===== config.mk =====
export PLATFORM = sky130hd
export DESIGN_NAME = if_stage_flat
export DESIGN_NICKNAME = d
export VERILOG_FILES = /design/src/rtl/mips_fetch_pkg.sv /design/src/rtl/if_stage_if.sv /design/src/rtl/if_stage_pc_next_sel.sv /design/src/rtl/if_stage.sv /design/src/flat_wrapper.sv
export SDC_FILE = /design/constraint.sdc
export NUM_CORES = 1
export LEC_CHECK = 0
export CORE_ASPECT_RATIO = 1.25
export CORE_UTILIZATION = 44
export CTS_BUF_LIST = sky130_fd_sc_hd__clkbuf_4 sky130_fd_sc_hd__clkbuf_8 sky130_fd_sc_hd__clkbuf_16
export DETAILED_ROUTE_END_ITERATION = 10
export GPL_ROUTABILITY_DRIVEN = 0
export PLACE_DENSITY = 0.8
export SETUP_SLACK_MARGIN = 0.5
export SKIP_CTS_REPAIR_TIMING = 1
export SLEW_MARGIN = 5
export SYNTH_ARGS = -nofsm -noshare
export SYNTH_HDL_FRONTEND = slang
export SYNTH_SLANG_ARGS = --single-unit

===== constraint.sdc =====
create_clock -name clk -period 3.9 [get_ports clk]
set_input_delay 0.585 -clock clk [delete_from_list [all_inputs] [get_ports clk]]
set_output_delay 0.585 -clock clk [all_outputs]
set_load 0.03 [all_outputs]

===== src/rtl/mips_fetch_pkg.sv =====
// Shared definitions for the MIPS instruction-fetch stage: trap vectors,
// cause codes, trap-state encoding and the IF/ID register layout.
package mips_fetch_pkg;

  localparam logic [31:0] RESET_VEC = 32'h8000_0000;
  localparam logic [31:0] IRQ_VEC   = 32'h8000_0004;
  localparam logic [31:0] EXC_VEC   = 32'h8000_0008;

  typedef enum logic [1:0] {
    CAUSE_NONE = 2'd0,
    CAUSE_IRQ  = 2'd1,
    CAUSE_EXC  = 2'd2
  } cause_e;

  typedef enum logic {
    ST_RUN  = 1'b0,
    ST_TRAP = 1'b1
  } trap_state_e;

  typedef enum logic [2:0] {
    ACT_EXC      = 3'd0,
    ACT_REDIRECT = 3'd1,
    ACT_IRQ      = 3'd2,
    ACT_STALL    = 3'd3,
    ACT_SEQ      = 3'd4
  } action_e;

  typedef struct packed {
    logic        valid;
    logic [31:0] instr;
    logic [31:0] pc;
    cause_e      cause;
  } ifid_t;

  // Non-instruction IF/ID content; a non-NONE cause marks a trap bubble carrying the EPC.
  function automatic ifid_t makeBubble(input logic [31:0] pc, input cause_e cause);
    ifid_t b;
    b.valid = 1'b0;
    b.instr = 32'h0;
    b.pc    = pc;
    b.cause = cause;
    return b;
  endfunction

endpackage


===== src/rtl/if_stage_if.sv =====
// Fetch-stage bundle: instruction-memory port, decode control inputs and IF/ID outputs.
interface if_stage_if;
  logic [31:0] imem_addr;
  logic [31:0] imem_data;
  logic        stall;
  logic        redirect_valid;
  logic [31:0] redirect_pc;
  logic        exc;
  logic        irq;
  logic        irq_ack;
  logic        id_valid;
  logic [31:0] id_instr;
  logic [31:0] id_pc;
  logic [1:0]  id_cause;

  modport master (
    output imem_addr, irq_ack, id_valid, id_instr, id_pc, id_cause,
    input  imem_data, stall, redirect_valid, redirect_pc, exc, irq
  );

  modport slave (
    input  imem_addr, irq_ack, id_valid, id_instr, id_pc, id_cause,
    output imem_data, stall, redirect_valid, redirect_pc, exc, irq
  );
endinterface


===== src/rtl/if_stage_pc_next_sel.sv =====
// Priority selector for the fetch stage: exc > redirect > irq-take > stall > sequential.
module pc_next_sel
  import mips_fetch_pkg::*;
(
  input  logic [31:0] i_pc,
  input  ifid_t       i_ifid,
  input  logic [31:0] i_imemData,
  input  logic        i_stall,
  input  logic        i_redirectValid,
  input  logic [31:0] i_redirectPc,
  input  logic        i_exc,
  input  logic        i_irq,
  input  trap_state_e i_state,
  output logic [31:0] o_nextPc,
  output ifid_t       o_nextIfid,
  output action_e     o_action,
  output logic        o_irqAck
);

  logic w_irqTake;

  // Interrupts are only taken from user space, outside the post-trap cycle,
  // and never while decode is stalled or something higher-priority fires.
  assign w_irqTake = i_irq && !i_pc[31] && !i_stall && !i_redirectValid &&
                     !i_exc && (i_state == ST_RUN);

  always_comb begin
    o_action      = ACT_SEQ;
    o_nextPc      = i_pc + 32'd4;
    o_nextIfid    = makeBubble(i_pc, CAUSE_NONE);
    o_nextIfid.valid = 1'b1;
    o_nextIfid.instr = i_imemData;
    o_irqAck      = 1'b0;

    if (i_exc) begin
      o_action   = ACT_EXC;
      o_nextPc   = EXC_VEC;
      o_nextIfid = makeBubble(i_ifid.pc, CAUSE_EXC);
    end else if (i_redirectValid) begin
      o_action   = ACT_REDIRECT;
      o_nextPc   = i_redirectPc;
      o_nextIfid = makeBubble(32'h0, CAUSE_NONE);
    end else if (w_irqTake) begin
      // EPC is the word being fetched; the instruction in decode still retires.
      o_action   = ACT_IRQ;
      o_nextPc   = IRQ_VEC;
      o_nextIfid = makeBubble(i_pc, CAUSE_IRQ);
      o_irqAck   = 1'b1;
    end else if (i_stall) begin
      o_action   = ACT_STALL;
      o_nextPc   = i_pc;
      o_nextIfid = i_ifid;
    end
  end

endmodule


===== src/rtl/if_stage.sv =====
// Instruction-fetch stage: PC register, IF/ID pipeline register and the RUN/TRAP
// state that keeps two traps from landing back to back.
module if_stage
  import mips_fetch_pkg::*;
(
  input  logic        clk,
  input  logic        reset,
  if_stage_if.master  bus
);

  logic [31:0] r_pc;
  ifid_t       r_ifid;
  trap_state_e r_state;

  trap_state_e w_nextState;
  logic [31:0] w_nextPc;
  ifid_t       w_nextIfid;
  action_e     w_action;
  logic        w_irqAck;

  pc_next_sel u_sel (
    .i_pc            (r_pc),
    .i_ifid          (r_ifid),
    .i_imemData      (bus.imem_data),
    .i_stall         (bus.stall),
    .i_redirectValid (bus.redirect_valid),
    .i_redirectPc    (bus.redirect_pc),
    .i_exc           (bus.exc),
    .i_irq           (bus.irq),
    .i_state         (r_state),
    .o_nextPc        (w_nextPc),
    .o_nextIfid      (w_nextIfid),
    .o_action        (w_action),
    .o_irqAck        (w_irqAck)
  );

  always_ff @(posedge clk or posedge reset) begin
    if (reset) begin
      r_pc   <= RESET_VEC;
      r_ifid <= makeBubble(32'h0, CAUSE_NONE);
    end else begin
      r_pc   <= w_nextPc;
      r_ifid <= w_nextIfid;
    end
  end

  always_ff @(posedge clk or posedge reset) begin
    if (reset) r_state <= ST_RUN;
    else       r_state <= w_nextState;
  end

  // TRAP lasts exactly the cycle after a trap is taken.
  always_comb begin
    w_nextState = ST_RUN;
    if (w_action == ACT_EXC || w_action == ACT_IRQ)
      w_nextState = ST_TRAP;
  end

  assign bus.imem_addr = r_pc;
  assign bus.irq_ack   = w_irqAck;
  assign bus.id_valid  = r_ifid.valid;
  assign bus.id_instr  = r_ifid.instr;
  assign bus.id_pc     = r_ifid.pc;
  assign bus.id_cause  = r_ifid.cause;

endmodule


===== src/flat_wrapper.sv =====
// flat-port wrapper written by rule: the top's interface ports become plain ports
module if_stage_flat import mips_fetch_pkg::*;
  (clk, reset, bus_imem_addr, bus_irq_ack, bus_id_valid, bus_id_instr, bus_id_pc, bus_id_cause, bus_imem_data, bus_stall, bus_redirect_valid, bus_redirect_pc, bus_exc, bus_irq);
  if_stage_if bus_i ();
  input  logic clk;
  input  logic reset;
  output wire logic [$bits(bus_i.imem_addr)-1:0] bus_imem_addr;
  output wire logic [$bits(bus_i.irq_ack)-1:0] bus_irq_ack;
  output wire logic [$bits(bus_i.id_valid)-1:0] bus_id_valid;
  output wire logic [$bits(bus_i.id_instr)-1:0] bus_id_instr;
  output wire logic [$bits(bus_i.id_pc)-1:0] bus_id_pc;
  output wire logic [$bits(bus_i.id_cause)-1:0] bus_id_cause;
  input wire logic [$bits(bus_i.imem_data)-1:0] bus_imem_data;
  input wire logic [$bits(bus_i.stall)-1:0] bus_stall;
  input wire logic [$bits(bus_i.redirect_valid)-1:0] bus_redirect_valid;
  input wire logic [$bits(bus_i.redirect_pc)-1:0] bus_redirect_pc;
  input wire logic [$bits(bus_i.exc)-1:0] bus_exc;
  input wire logic [$bits(bus_i.irq)-1:0] bus_irq;
  assign bus_imem_addr = bus_i.imem_addr;
  assign bus_irq_ack = bus_i.irq_ack;
  assign bus_id_valid = bus_i.id_valid;
  assign bus_id_instr = bus_i.id_instr;
  assign bus_id_pc = bus_i.id_pc;
  assign bus_id_cause = bus_i.id_cause;
  assign bus_i.imem_data = bus_imem_data;
  assign bus_i.stall = bus_stall;
  assign bus_i.redirect_valid = bus_redirect_valid;
  assign bus_i.redirect_pc = bus_redirect_pc;
  assign bus_i.exc = bus_exc;
  assign bus_i.irq = bus_irq;
  if_stage u_core (.clk(clk), .reset(reset), .bus(bus_i));
endmodule

==> key figures <==
STA
  • Final hold viol count: 0
  • Period Utilization, post-route: 0.806
  • Slew @ Worst Pin: 1.04 ns
  • Layout Skew: approximately 0.013 ns
  • # setup viols final: 0
  • WHS: around 0.47 ns
  • Max-Slew Margin vs Limit: 0.306
  • RSZ-0062 raised after global routing: false
  • Fmax: 318 MHz
  • TNS Setup: 0 ns
  • Final Critical Period: approximately 3.1 ns
  • Final worst slack: roughly 0.76 ns
  • Max Slew Vio Count: 0

Synth
  • Main flop type after synthesis: dfrtp_1
  • Cells after synthesis: around 390
  • Async set-reset flop share out of synthesis: 1.00
  • Post-synth EDFFs: 0
  • Most common cell in the synthesized netlist: dfrtp_1
  • Synth Cell Area: 4400 um2
  • Synth top area share: 0.563
  • Synth Register Bits: 100
  • Post-synthesis sequential area ratio: 0.569
  • Syn Area/Cell: between 10 and 15 um2
  • Syn_nets: 460
  • Synth warnings: 0
  • Synth area leaders: dfrtp_1, a22o_1, o21ai_0
  • Unique masters post-synth: 46
  • Post-synth top cells: dfrtp_1, a22o_1, nand2_1
  • Synth area leader: dfrtp_1

Clocking
  • CTS root buffer: clkbuf_16
  • Number of sinks on the clock net: 100
  • H-tree depth: 3
  • Clock latency on the worst-skew pair: 0.34 ns
  • Clk slew on worst S/H paths: approximately 0.060 ns
  • Bufs on Longest Clock Path: 2
  • Total CTS buffers: 9
  • CTS tree: built

Placed design
  • Post-placement setup slack: 0.793 ns
  • Port bufs: around 170
  • Dpl hpwl: approximately 8.8 mm

Critical path
  • Worst Reg-to-Reg Cells: 4
  • Max FO, Critical Path: 5
  • R2R setup slack: between 1.5 and 2 ns
  • Arrival @ worst endpoint: roughly 2.6 ns
  • Worst flop-to-flop path startpoint: u_core.bus.imem_addr[31]$_DFFE_PP1P_
  • Startpoint type of the worst setup path: input port
  • Crit end category: output port
  • CP Class: input port to output port
  • CP required: about 3.3 ns
  • Reg2reg end: u_core.bus.imem_addr[12]$_DFFE_PP0P_

Global routing
  • Vias in the first global route: ~3800
  • GR Util All Layers: 0.251
  • Pin count of the biggest net entering global routing: 87
  • GRT Residual Overflow: 0
  • Global-route wire length before repair: a little over 20 mm
  • Initial antenna violation count: 0

Detailed routing
  • Number of vias per cell: about 5.7
  • Post-route DRC: 0
  • Total Wirelength: 12.8 mm
  • Pre-Repair DR Iteration Count: 4
  • DR vias: 3899
  • 1st-iter DRT viols: 232
  • Routed len/inst: between 15 and 20 um
  • Antenna Nets Post-Route: 0

Worst hold path
  • WHS Endpoint: u_core.bus.id_valid$_DFFE_PP0P_
  • Hold path start: u_core.bus.id_valid$_DFFE_PP0P_
  • Min-delay worst type: flop to flop
  • Hold path cells: 2

Floorplan
  • Die Span Y: 114 um
  • Core area: ~9700 um2
  • Rows: 40
  • Starting Density: 0.456
  • Die area: between 10000 and 15000 um2
  • Top Ports: 170
  • Die extent in x: about 91 um

Run status
  • Status: complete, no violations

Final layout
  • Fill count: ~730
  • Ant diodes: 0
  • Area Growth Syn to Fin: 47.0%
  • Share of layout cells above drive strength 1: 0.0773
  • Fin nets: 622

Run
  • Max-cap viol count: 0

Power and ir drop
  • Power per Cell Area: between 300 and 400 nW/um2
  • Leakage: 2.77 nW
  • Maximum VDD drop: about 0.19 mV
critical path, cell delays in order:
cell and delay, ns:
clkdlybuf4s50_1 0.47, or3b_1 0.41, nor4_1 0.33, clkdlybuf4s50_1 0.75
logic make-up (layout without fill, tap and decap cells):
logic type | count (synthesis) | in the layout | synth area share
flops | 100 | 100 | 0.569
compound gates | 138 | 138 | 0.235
fa+ha+maj | 1 | 1 | 0.00284
mux | 3 | 3 | 0.00739
xor+xnor | 9 | 9 | 0.0179
simple gates | 101 | 101 | 0.122
buf+inv | 37 | 204 | 0.0466
metrics by stage:
step	power, mW	utilization	std cells	area, um2
floorplan	1.36	-	389	4400
global placement	1.56	0.639	666	6180
detailed placement	1.57	0.639	666	6180
CTS	2.45	0.670	682	6470
global route	2.53	0.670	682	6470
finish	2.44	0.670	682	6470
report_power, final:
| part | internal (mW) | switching, mW | leakage (nW) | total (mW) |
|---|---|---|---|---|
| sequential | 1.09 | 0.0553 | 1.35 | 1.14 |
| combinational | 0.190 | 0.218 | 1.27 | 0.408 |
| clock | 0.524 | 0.366 | 0.151 | 0.890 |
registers in the layout (all words and copies together) (netlist names):
register / cells
u_core.bus.id_instr: 32
u_core.bus.id_pc: 32
u_core.bus.imem_addr: 32
u_core.bus.id_cause: 2
u_core.bus.id_valid: 1
u_core.r_state: 1
how the worst max path moves through the flow:
stage | from | to | slack (ns) | cells past startpoint
2_1_floorplan | reset | u_core.bus.id_cause[0]$_DFFE_PP0P_ | 0.70 | 1
3_3_place_gp | bus_irq | bus_irq_ack | 0.84 | 4
3_5_place_dp | bus_irq | bus_irq_ack | 0.79 | 4
4_1_cts | bus_irq | bus_irq_ack | 0.77 | 4
5_1_grt | bus_irq | bus_irq_ack | 0.69 | 4
6_report | bus_irq | bus_irq_ack | 0.76 | 4
layout make-up:
type	instances	area (um2)	area share
inverter	8	32.5	0.00503
timing repair buffer	180	1770	0.274
clock inverter	3	40.0	0.00619
sequential	100	2500	0.387
multi-input combinational	252	1710	0.264
clock buffer	13	255	0.0394
tap	126	158	0.0244
cell usage in the layout, fill, tap and decap left out, types with 3 or more instances in the layout:
| cell | n |
|---|---|
| inv_1 | 7 |
| a21o_1 | 3 |
| a21oi_1 | 10 |
| o22ai_1 | 4 |
| nand2_1 | 28 |
| nand4_1 | 10 |
| a22o_1 | 61 |
| dfrtp_1 | 99 |
| nand3_1 | 16 |
| clkbuf_4 | 4 |
| clkdlybuf4s50_1 | 169 |
| nor4_1 | 4 |
| nor3_1 | 4 |
| buf_4 | 11 |
| clkbuf_16 | 9 |
| a22oi_1 | 13 |
| o21ai_0 | 25 |
| xor2_1 | 9 |
| o211ai_1 | 5 |
| nor2_1 | 20 |
| a31oi_1 | 5 |
| a32oi_1 | 3 |
per-layer routing:
| layer | global-route usage | share of wire |
|---|---|---|
| met1 | 0.314 | 0.41 |
| met3 | 0.0480 | 0.053 |
| met2 | 0.422 | 0.52 |
| met4 | 0.119 | 0.023 |
| met5 | 0 | 0 |
No activity file was read; power rests on OpenSTA's default activity.
